## config.mk

```make
export PLATFORM = sky130hd
export DESIGN_NAME = rob_unit_flat
export DESIGN_NICKNAME = d
export VERILOG_FILES = /design/src/rtl/rob_unit_if.sv /design/src/rtl/rob_unit.sv /design/src/flat_wrapper.sv
export SDC_FILE = /design/constraint.sdc
export NUM_CORES = 1
export LEC_CHECK = 0
export ABC_CLOCK_PERIOD_IN_PS = 3500
export CAP_MARGIN = 20
export CELL_PAD_IN_SITES_DETAIL_PLACEMENT = 0
export CELL_PAD_IN_SITES_GLOBAL_PLACEMENT = 1
export CORE_ASPECT_RATIO = 1.25
export CORE_UTILIZATION = 50
export CTS_BUF_LIST = sky130_fd_sc_hd__clkbuf_16
export CTS_CLUSTER_DIAMETER = 40
export DETAILED_ROUTE_END_ITERATION = 8
export DONT_BUFFER_PORTS = 1
export GPL_TIMING_DRIVEN = 1
export PLACE_DENSITY_LB_ADDON = 0.25
export SYNTH_ARGS = -nofsm -noshare
export SYNTH_HDL_FRONTEND = slang
export SYNTH_SLANG_ARGS = --single-unit
```

## constraint.sdc

```tcl
create_clock -name clk -period 3.5 [get_ports clk]
set_input_delay 0.7 -clock clk [delete_from_list [all_inputs] [get_ports clk]]
set_output_delay 0.7 -clock clk [all_outputs]
set_load 0.005 [all_outputs]
```

## src/rtl/rob_unit_if.sv

```systemverilog
// Reorder-buffer port bundle: dispatch, execute writeback, mispredict,
// operand lookup and commit.
//   master : the surrounding pipeline (drives dispatch/WB/mispredict/lookup
//            indices, observes ready/index/lookup results/commit)
//   slave  : rob_unit
interface rob_unit_if #(
  parameter int unsigned DEPTH = 8
);
  localparam int unsigned IDX_W  = $clog2(DEPTH);
  localparam int unsigned RD_W   = 6;
  localparam int unsigned PC_W   = 16;
  localparam int unsigned DATA_W = 32;

  // Dispatch / allocation
  logic              dispatch_valid;
  logic [RD_W-1:0]   dispatch_rd;
  logic [PC_W-1:0]   dispatch_pc;
  logic              dispatch_ready;
  logic [IDX_W-1:0]  dispatch_rob_idx;

  // Execute-stage writeback (no backpressure)
  logic              WB_out_valid;
  logic [IDX_W-1:0]  WB_out_rob_idx;
  logic [DATA_W-1:0] WB_out_data;

  // Branch mispredict truncation
  logic              mispredict;
  logic [IDX_W-1:0]  mis_rob_idx;

  // Operand lookup, two read ports
  logic [IDX_W-1:0]  lkp_idx_a;
  logic [IDX_W-1:0]  lkp_idx_b;
  logic              lkp_ready_a;
  logic              lkp_ready_b;
  logic [DATA_W-1:0] lkp_data_a;
  logic [DATA_W-1:0] lkp_data_b;

  // In-order retire
  logic              commit_valid;
  logic [RD_W-1:0]   commit_rd;
  logic [DATA_W-1:0] commit_data;
  logic [PC_W-1:0]   commit_pc;
  logic [IDX_W-1:0]  commit_rob_idx;

  modport master (
    output dispatch_valid, dispatch_rd, dispatch_pc,
    input  dispatch_ready, dispatch_rob_idx,
    output WB_out_valid, WB_out_rob_idx, WB_out_data,
    output mispredict, mis_rob_idx,
    output lkp_idx_a, lkp_idx_b,
    input  lkp_ready_a, lkp_ready_b, lkp_data_a, lkp_data_b,
    input  commit_valid, commit_rd, commit_data, commit_pc, commit_rob_idx
  );

  modport slave (
    input  dispatch_valid, dispatch_rd, dispatch_pc,
    output dispatch_ready, dispatch_rob_idx,
    input  WB_out_valid, WB_out_rob_idx, WB_out_data,
    input  mispredict, mis_rob_idx,
    input  lkp_idx_a, lkp_idx_b,
    output lkp_ready_a, lkp_ready_b, lkp_data_a, lkp_data_b,
    output commit_valid, commit_rd, commit_data, commit_pc, commit_rob_idx
  );
endinterface

```

## src/rtl/rob_unit.sv

```systemverilog
// Eight-entry reorder buffer. Allocates one entry per dispatched instruction,
// absorbs one writeback per cycle, retires completed entries in program order
// and truncates younger entries on a branch mispredict.
// Ports:
//   clk  : clock
//   rst  : synchronous active-high reset
//   rob  : rob_unit_if.slave bundle (dispatch, writeback, mispredict,
//          lookup, commit); all outputs are combinational from registered
//          state, lookup additionally from the same-cycle writeback inputs.
module rob_unit #(
  parameter int unsigned DEPTH = 8
) (
  input  logic      clk,
  input  logic      rst,
  rob_unit_if.slave rob
);
  localparam int unsigned IDX_W  = $clog2(DEPTH);
  localparam int unsigned PTR_W  = IDX_W + 1;
  localparam int unsigned RD_W   = 6;
  localparam int unsigned PC_W   = 16;
  localparam int unsigned DATA_W = 32;

  // Entry storage
  logic [DEPTH-1:0]  valid_q;
  logic [DEPTH-1:0]  done_q;
  logic [RD_W-1:0]   rd_q   [DEPTH];
  logic [PC_W-1:0]   pc_q   [DEPTH];
  logic [DATA_W-1:0] data_q [DEPTH];

  // Pointers carry a wrap bit above the index
  logic [PTR_W-1:0]  head_q, head_d;
  logic [PTR_W-1:0]  tail_q, tail_d;
  logic [IDX_W-1:0]  head_idx, tail_idx;

  logic              full;
  logic              do_dispatch;
  logic              do_commit;
  logic              do_flush;
  logic [IDX_W-1:0]  mis_off;

  logic [DEPTH-1:0]  alloc_hit;
  logic [DEPTH-1:0]  wb_hit;
  logic [DEPTH-1:0]  retire_hit;
  logic [DEPTH-1:0]  flush_hit;

  assign head_idx = head_q[IDX_W-1:0];
  assign tail_idx = tail_q[IDX_W-1:0];

  // Same index with differing wrap bits means every slot is occupied
  assign full = (head_idx == tail_idx) && (head_q[IDX_W] != tail_q[IDX_W]);

  // Dispatch looks only at registered fullness, so a same-cycle retire
  // never opens a slot for the instruction dispatched in that cycle.
  assign do_dispatch = rob.dispatch_valid && !full && !rob.mispredict;
  assign do_commit   = valid_q[head_idx] && done_q[head_idx];
  assign do_flush    = rob.mispredict && valid_q[rob.mis_rob_idx];

  // Age of the mispredicted branch relative to the oldest entry
  assign mis_off = IDX_W'(rob.mis_rob_idx - head_idx);

  // Pointer update
  always_comb begin : next_ptrs
    head_d = head_q;
    tail_d = tail_q;
    if (do_commit) begin
      head_d = head_q + PTR_W'(1);
    end
    // Rebuilding tail from the old head keeps the wrap bit consistent with
    // the surviving occupancy; a same-cycle commit moves head and so
    // reduces that occupancy by one on its own.
    if (do_flush) begin
      tail_d = head_q + PTR_W'(mis_off) + PTR_W'(1);
    end else if (do_dispatch) begin
      tail_d = tail_q + PTR_W'(1);
    end
  end

  // Per-entry update strobes
  always_comb begin : entry_hits
    alloc_hit  = '0;
    wb_hit     = '0;
    retire_hit = '0;
    flush_hit  = '0;
    for (int i = 0; i < DEPTH; i++) begin
      alloc_hit[i]  = do_dispatch && (tail_idx == IDX_W'(i));
      wb_hit[i]     = rob.WB_out_valid && valid_q[i]
                      && (rob.WB_out_rob_idx == IDX_W'(i));
      retire_hit[i] = do_commit && (head_idx == IDX_W'(i));
      // Anything older-than-or-equal to the branch survives; entries past
      // the tail are already invalid, so clearing them too is harmless.
      flush_hit[i]  = do_flush && (IDX_W'(IDX_W'(i) - head_idx) > mis_off);
    end
  end

  // State registers
  always_ff @(posedge clk) begin
    if (rst) begin
      head_q  <= '0;
      tail_q  <= '0;
      valid_q <= '0;
      done_q  <= '0;
      for (int i = 0; i < DEPTH; i++) begin
        rd_q[i]   <= '0;
        pc_q[i]   <= '0;
        data_q[i] <= '0;
      end
    end else begin
      head_q <= head_d;
      tail_q <= tail_d;
      for (int i = 0; i < DEPTH; i++) begin
        if (alloc_hit[i]) begin
          valid_q[i] <= 1'b1;
          done_q[i]  <= 1'b0;
          rd_q[i]    <= rob.dispatch_rd;
          pc_q[i]    <= rob.dispatch_pc;
        end
        if (wb_hit[i]) begin
          done_q[i] <= 1'b1;
          data_q[i] <= rob.WB_out_data;
        end
        if (retire_hit[i] || flush_hit[i]) begin
          valid_q[i] <= 1'b0;
        end
      end
    end
  end

  // Allocation status
  assign rob.dispatch_ready   = !full;
  assign rob.dispatch_rob_idx = tail_idx;

  // Head retire; payload held at zero when nothing retires
  always_comb begin : commit_out
    rob.commit_valid   = do_commit;
    rob.commit_rd      = '0;
    rob.commit_data    = '0;
    rob.commit_pc      = '0;
    rob.commit_rob_idx = '0;
    if (do_commit) begin
      rob.commit_rd      = rd_q[head_idx];
      rob.commit_data    = data_q[head_idx];
      rob.commit_pc      = pc_q[head_idx];
      rob.commit_rob_idx = head_idx;
    end
  end

  // Operand lookup with same-cycle writeback forwarding
  always_comb begin : lookup
    rob.lkp_ready_a = 1'b0;
    rob.lkp_data_a  = '0;
    rob.lkp_ready_b = 1'b0;
    rob.lkp_data_b  = '0;
    if (valid_q[rob.lkp_idx_a]) begin
      if (rob.WB_out_valid && (rob.WB_out_rob_idx == rob.lkp_idx_a)) begin
        rob.lkp_ready_a = 1'b1;
        rob.lkp_data_a  = rob.WB_out_data;
      end else begin
        rob.lkp_ready_a = done_q[rob.lkp_idx_a];
        rob.lkp_data_a  = data_q[rob.lkp_idx_a];
      end
    end
    if (valid_q[rob.lkp_idx_b]) begin
      if (rob.WB_out_valid && (rob.WB_out_rob_idx == rob.lkp_idx_b)) begin
        rob.lkp_ready_b = 1'b1;
        rob.lkp_data_b  = rob.WB_out_data;
      end else begin
        rob.lkp_ready_b = done_q[rob.lkp_idx_b];
        rob.lkp_data_b  = data_q[rob.lkp_idx_b];
      end
    end
  end

endmodule

```

## src/flat_wrapper.sv

```systemverilog
// flat-port wrapper written by rule: the top's interface ports become plain ports
module rob_unit_flat 
#(
  parameter int unsigned DEPTH = 8
)
  (clk, rst, rob_dispatch_valid, rob_dispatch_rd, rob_dispatch_pc, rob_dispatch_ready, rob_dispatch_rob_idx, rob_WB_out_valid, rob_WB_out_rob_idx, rob_WB_out_data, rob_mispredict, rob_mis_rob_idx, rob_lkp_idx_a, rob_lkp_idx_b, rob_lkp_ready_a, rob_lkp_ready_b, rob_lkp_data_a, rob_lkp_data_b, rob_commit_valid, rob_commit_rd, rob_commit_data, rob_commit_pc, rob_commit_rob_idx);
  rob_unit_if #(.DEPTH(DEPTH)) rob_i ();
  input  logic clk;
  input  logic rst;
  input wire logic [$bits(rob_i.dispatch_valid)-1:0] rob_dispatch_valid;
  input wire logic [$bits(rob_i.dispatch_rd)-1:0] rob_dispatch_rd;
  input wire logic [$bits(rob_i.dispatch_pc)-1:0] rob_dispatch_pc;
  output wire logic [$bits(rob_i.dispatch_ready)-1:0] rob_dispatch_ready;
  output wire logic [$bits(rob_i.dispatch_rob_idx)-1:0] rob_dispatch_rob_idx;
  input wire logic [$bits(rob_i.WB_out_valid)-1:0] rob_WB_out_valid;
  input wire logic [$bits(rob_i.WB_out_rob_idx)-1:0] rob_WB_out_rob_idx;
  input wire logic [$bits(rob_i.WB_out_data)-1:0] rob_WB_out_data;
  input wire logic [$bits(rob_i.mispredict)-1:0] rob_mispredict;
  input wire logic [$bits(rob_i.mis_rob_idx)-1:0] rob_mis_rob_idx;
  input wire logic [$bits(rob_i.lkp_idx_a)-1:0] rob_lkp_idx_a;
  input wire logic [$bits(rob_i.lkp_idx_b)-1:0] rob_lkp_idx_b;
  output wire logic [$bits(rob_i.lkp_ready_a)-1:0] rob_lkp_ready_a;
  output wire logic [$bits(rob_i.lkp_ready_b)-1:0] rob_lkp_ready_b;
  output wire logic [$bits(rob_i.lkp_data_a)-1:0] rob_lkp_data_a;
  output wire logic [$bits(rob_i.lkp_data_b)-1:0] rob_lkp_data_b;
  output wire logic [$bits(rob_i.commit_valid)-1:0] rob_commit_valid;
  output wire logic [$bits(rob_i.commit_rd)-1:0] rob_commit_rd;
  output wire logic [$bits(rob_i.commit_data)-1:0] rob_commit_data;
  output wire logic [$bits(rob_i.commit_pc)-1:0] rob_commit_pc;
  output wire logic [$bits(rob_i.commit_rob_idx)-1:0] rob_commit_rob_idx;
  assign rob_i.dispatch_valid = rob_dispatch_valid;
  assign rob_i.dispatch_rd = rob_dispatch_rd;
  assign rob_i.dispatch_pc = rob_dispatch_pc;
  assign rob_dispatch_ready = rob_i.dispatch_ready;
  assign rob_dispatch_rob_idx = rob_i.dispatch_rob_idx;
  assign rob_i.WB_out_valid = rob_WB_out_valid;
  assign rob_i.WB_out_rob_idx = rob_WB_out_rob_idx;
  assign rob_i.WB_out_data = rob_WB_out_data;
  assign rob_i.mispredict = rob_mispredict;
  assign rob_i.mis_rob_idx = rob_mis_rob_idx;
  assign rob_i.lkp_idx_a = rob_lkp_idx_a;
  assign rob_i.lkp_idx_b = rob_lkp_idx_b;
  assign rob_lkp_ready_a = rob_i.lkp_ready_a;
  assign rob_lkp_ready_b = rob_i.lkp_ready_b;
  assign rob_lkp_data_a = rob_i.lkp_data_a;
  assign rob_lkp_data_b = rob_i.lkp_data_b;
  assign rob_commit_valid = rob_i.commit_valid;
  assign rob_commit_rd = rob_i.commit_rd;
  assign rob_commit_data = rob_i.commit_data;
  assign rob_commit_pc = rob_i.commit_pc;
  assign rob_commit_rob_idx = rob_i.commit_rob_idx;
  rob_unit #(.DEPTH(DEPTH)) u_core (.clk(clk), .rst(rst), .rob(rob_i));
endmodule
```

==> results.sh <==
export IMPL_rsz0062_at_grt="false"
export IMPL_antenna_found_initial=0
export IMPL_cp_startpoint="u_core.valid_q[7]"
export IMPL_slew_headroom_pct=45.8
export IMPL_r2r_end="u_core.valid_q[7]"
export IMPL_placed_area_mm2=0.0262
export IMPL_start_util_pct=50.6
export IMPL_startpoint_type="flip-flop"
export IMPL_postSynthCellCount=1831
export IMPL_report_power_total_mw=13.4
export IMPL_cts_resized_gates=0
export IMPL_cap_viol_max_count=0
export IMPL_synth_seq_cells=459
export IMPL_die_y_um=254
export IMPL_post_cts_buffers=0
export IMPL_syn_area_mm2=0.0255
export IMPL_io_buffer_count=0
export IMPL_place_inst=2399
export IMPL_static_leakage_power_nw=10.0
export IMPL_synthDistinctLibCells=55
export IMPL_hold_depth=1
export IMPL_clk_pin_slew_worst_paths_ns=0.06
export IMPL_final_cells=2508
export IMPL_insertion_delay_ns=0.62
export IMPL_h_tree_depth=2
export IMPL_synth_edff_count=432
export IMPL_core_area_mm2=0.0503
export IMPL_yosysTopAreaCell="edfxtp_1"
export IMPL_ys_top_cells_by_area="edfxtp_1 (51%), mux4_2 (22%), mux2i_1 (5.1%)"
export IMPL_cts_hold_buf=0
export IMPL_worstPathMaxFanout=25
export IMPL_first_pass_iters=5
export IMPL_cts_path_max_buffers=3
export IMPL_fp_row_count=92
export IMPL_nets=1898
export IMPL_clkSinkCount=459
export IMPL_endpoint_kind="primary output"
export IMPL_grt_max_degree=70
export IMPL_tns_ns=0
export IMPL_hold_violations=0
export IMPL_wl_um=70600
export IMPL_arrival_ns=2.55
export IMPL_worstMarginPinSlew_ns=0.808
export IMPL_grt_pass1_vias=16400
export IMPL_grt_overflow=0
export IMPL_syn_num_nets=1929
export IMPL_grt_pass1_wl_um=104000
export IMPL_dieArea_mm2=0.0518
export IMPL_layout_worst_path_cycle_share_pct=92.8
export IMPL_ys_async_sr_fraction_pct=0
export IMPL_r2r_start="u_core.head_q[0]"
export IMPL_required_ns=2.80
export IMPL_final_area_mm2=0.0282
export IMPL_r2r_setup_slack_ns=0.80
export IMPL_fmax_mhz=308
export IMPL_ir_worst_vdd_mv=0.432
export IMPL_p_per_area_mw_per_mm2=476
export IMPL_clockRootBuffer="clkbuf_16"
export IMPL_via_per_inst=6.35
export IMPL_hpwl_um=41400
export IMPL_whs_ns=0.153
export IMPL_crit_path_max_incr_delay_ns=0.62
export IMPL_drv_slew=0
export IMPL_critPathSlowestCell="mux4_2"
export IMPL_hp_class="primary input to flip-flop"
export IMPL_endpoint="rob_commit_data[15]"
export IMPL_area_growth_pct=10.8
export IMPL_postSynthAreaPerCell_um2=13.9
export IMPL_drtIter0Drc=1319
export IMPL_yosys_top_cells_count="edfxtp_1 (432), nor2_1 (337), mux4_2 (245), mux2i_1 (130), and2_1 (128)"
export IMPL_yosys_area_top_type_share_pct=51.0
export IMPL_synthFlopType="edfxtp_1"
export IMPL_critical_path_class="flip-flop to primary output"
export IMPL_finalSetupViolations=0
export IMPL_drcViolationCount=0
export IMPL_ioPinCount=199
export IMPL_groute_usage_overall_pct=27.8
export IMPL_reg2regPathDepth=10
export IMPL_ys_warnings_count=0
export IMPL_cts_buffers=57
export IMPL_vias=15900
export IMPL_wl_per_cell_um=28.2
export IMPL_cts_tree="yes"
export IMPL_die_w_um=204
export IMPL_outcome="finished clean"
export IMPL_place_gp_congestion=0.820
export IMPL_drive_gt1_share_pct=23.2
export IMPL_period_needed_ns=3.25
export IMPL_yosysMostFrequentCell="edfxtp_1"
export IMPL_synth_seq_area_share_pct=53.1
export IMPL_fin_skew_ns=0.0261
export IMPL_ant_nets=0
export IMPL_worstPathCellList="nand3_1, o21a_1, mux4_2, buf_4, nor2_1"
[cells in the final DEF (no fill, tap or decap), types with 49 or more instances in the layout]
| master | Yosys | final |
|---|---|---|
| mux4_2 | 245 | 245 |
| and2_1 | 128 | 128 |
| clkbuf_16 | 0 | 57 |
| buf_4 | 14 | 49 |
| nand2_1 | 93 | 87 |
| inv_1 | 73 | 76 |
| edfxtp_1 | 432 | 432 |
| nor2_1 | 337 | 333 |
| mux2i_1 | 130 | 128 |
| a211oi_1 | 68 | 68 |
[sequential cells by signal, indices dropped and copies added (netlist names), named ones only]
name,cells
u_core.rd_q,48
u_core.done_q,8
u_core.tail_q,4
u_core.valid_q,8
u_core.head_q,4
u_core.data_q,256
u_core.pc_q,128
[report_power, final]
part / switching, mW / internal (mW)
clock: 2.51 / 3.63
sequential: 0.121 / 6.25
combinational: 0.476 / 0.433
total: 3.11 / 10.3
[logic make-up after synthesis]
family                     share of synthesized area [%]
DFF                                                 53.1
and+or+nand+nor                                     10.6
buffers and inverters                               3.84
AOI/OAI and AO/OA                                   3.63
xor gates and xnor gates                           0.644
adders and majority gates                           1.43
muxes                                               26.8
[worst min-delay path by stage]
| stage | from | endpoint | slack (ns) |
|---|---|---|---|
| 6_report | rst | u_core.done_q[1] | 0.15 |
| 4_1_cts | rst | u_core.done_q[1] | 0.11 |
| 5_1_grt | rst | u_core.done_q[1] | 0.12 |
| 3_5_place_dp | u_core.tail_q[3] | u_core.tail_q[3] | 0.48 |
| 2_1_floorplan | u_core.done_q[1] | u_core.done_q[1] | 0.46 |
| 3_3_place_gp | u_core.done_q[2] | u_core.done_q[2] | 0.47 |
[metal layers]
layer	share of wire [%]	up-vias	GRT usage, %
li1	-	6904	-
met1	37	8250	34.8
met2	53	644	49.1
met3	7.5	120	4.88
met4	2.4	0	8.25
met5	0	-	0
[critical path, delay by kind of cell, from the launching register on]
| kind | cells | cell delay [ns] |
|---|---|---|
| multiplexers | 1 | 0.62 |
| flip-flops | 1 | 0.51 |
| AND/OR/NAND/NOR | 2 | 0.35 |
| buffers and inverters | 1 | 0.30 |
| AO/OA/AOI/OAI | 1 | 0.13 |
[stage by stage]
stage               util (%)  setup WS [ns]
floorplan                  -          0.527
global placement        52.1          0.528
detailed placement      52.1          0.446
CTS                     56.1         0.0638
global route            56.1         0.0882
finish                  56.1          0.250
[cell type report]
| cell class | instances | area [um2] |
|---|---|---|
| fill | 4049 | 22100 |
| multi-input combinational | 1146 | 11000 |
| clock buffer | 57 | 1430 |
| inverter | 77 | 289 |
| clock inverter | 50 | 551 |
| sequential | 459 | 13500 |
| timing repair buffer | 59 | 568 |
| tap | 658 | 823 |
| antenna | 2 | 5.00 |
(Power assumes the default switching activity.)
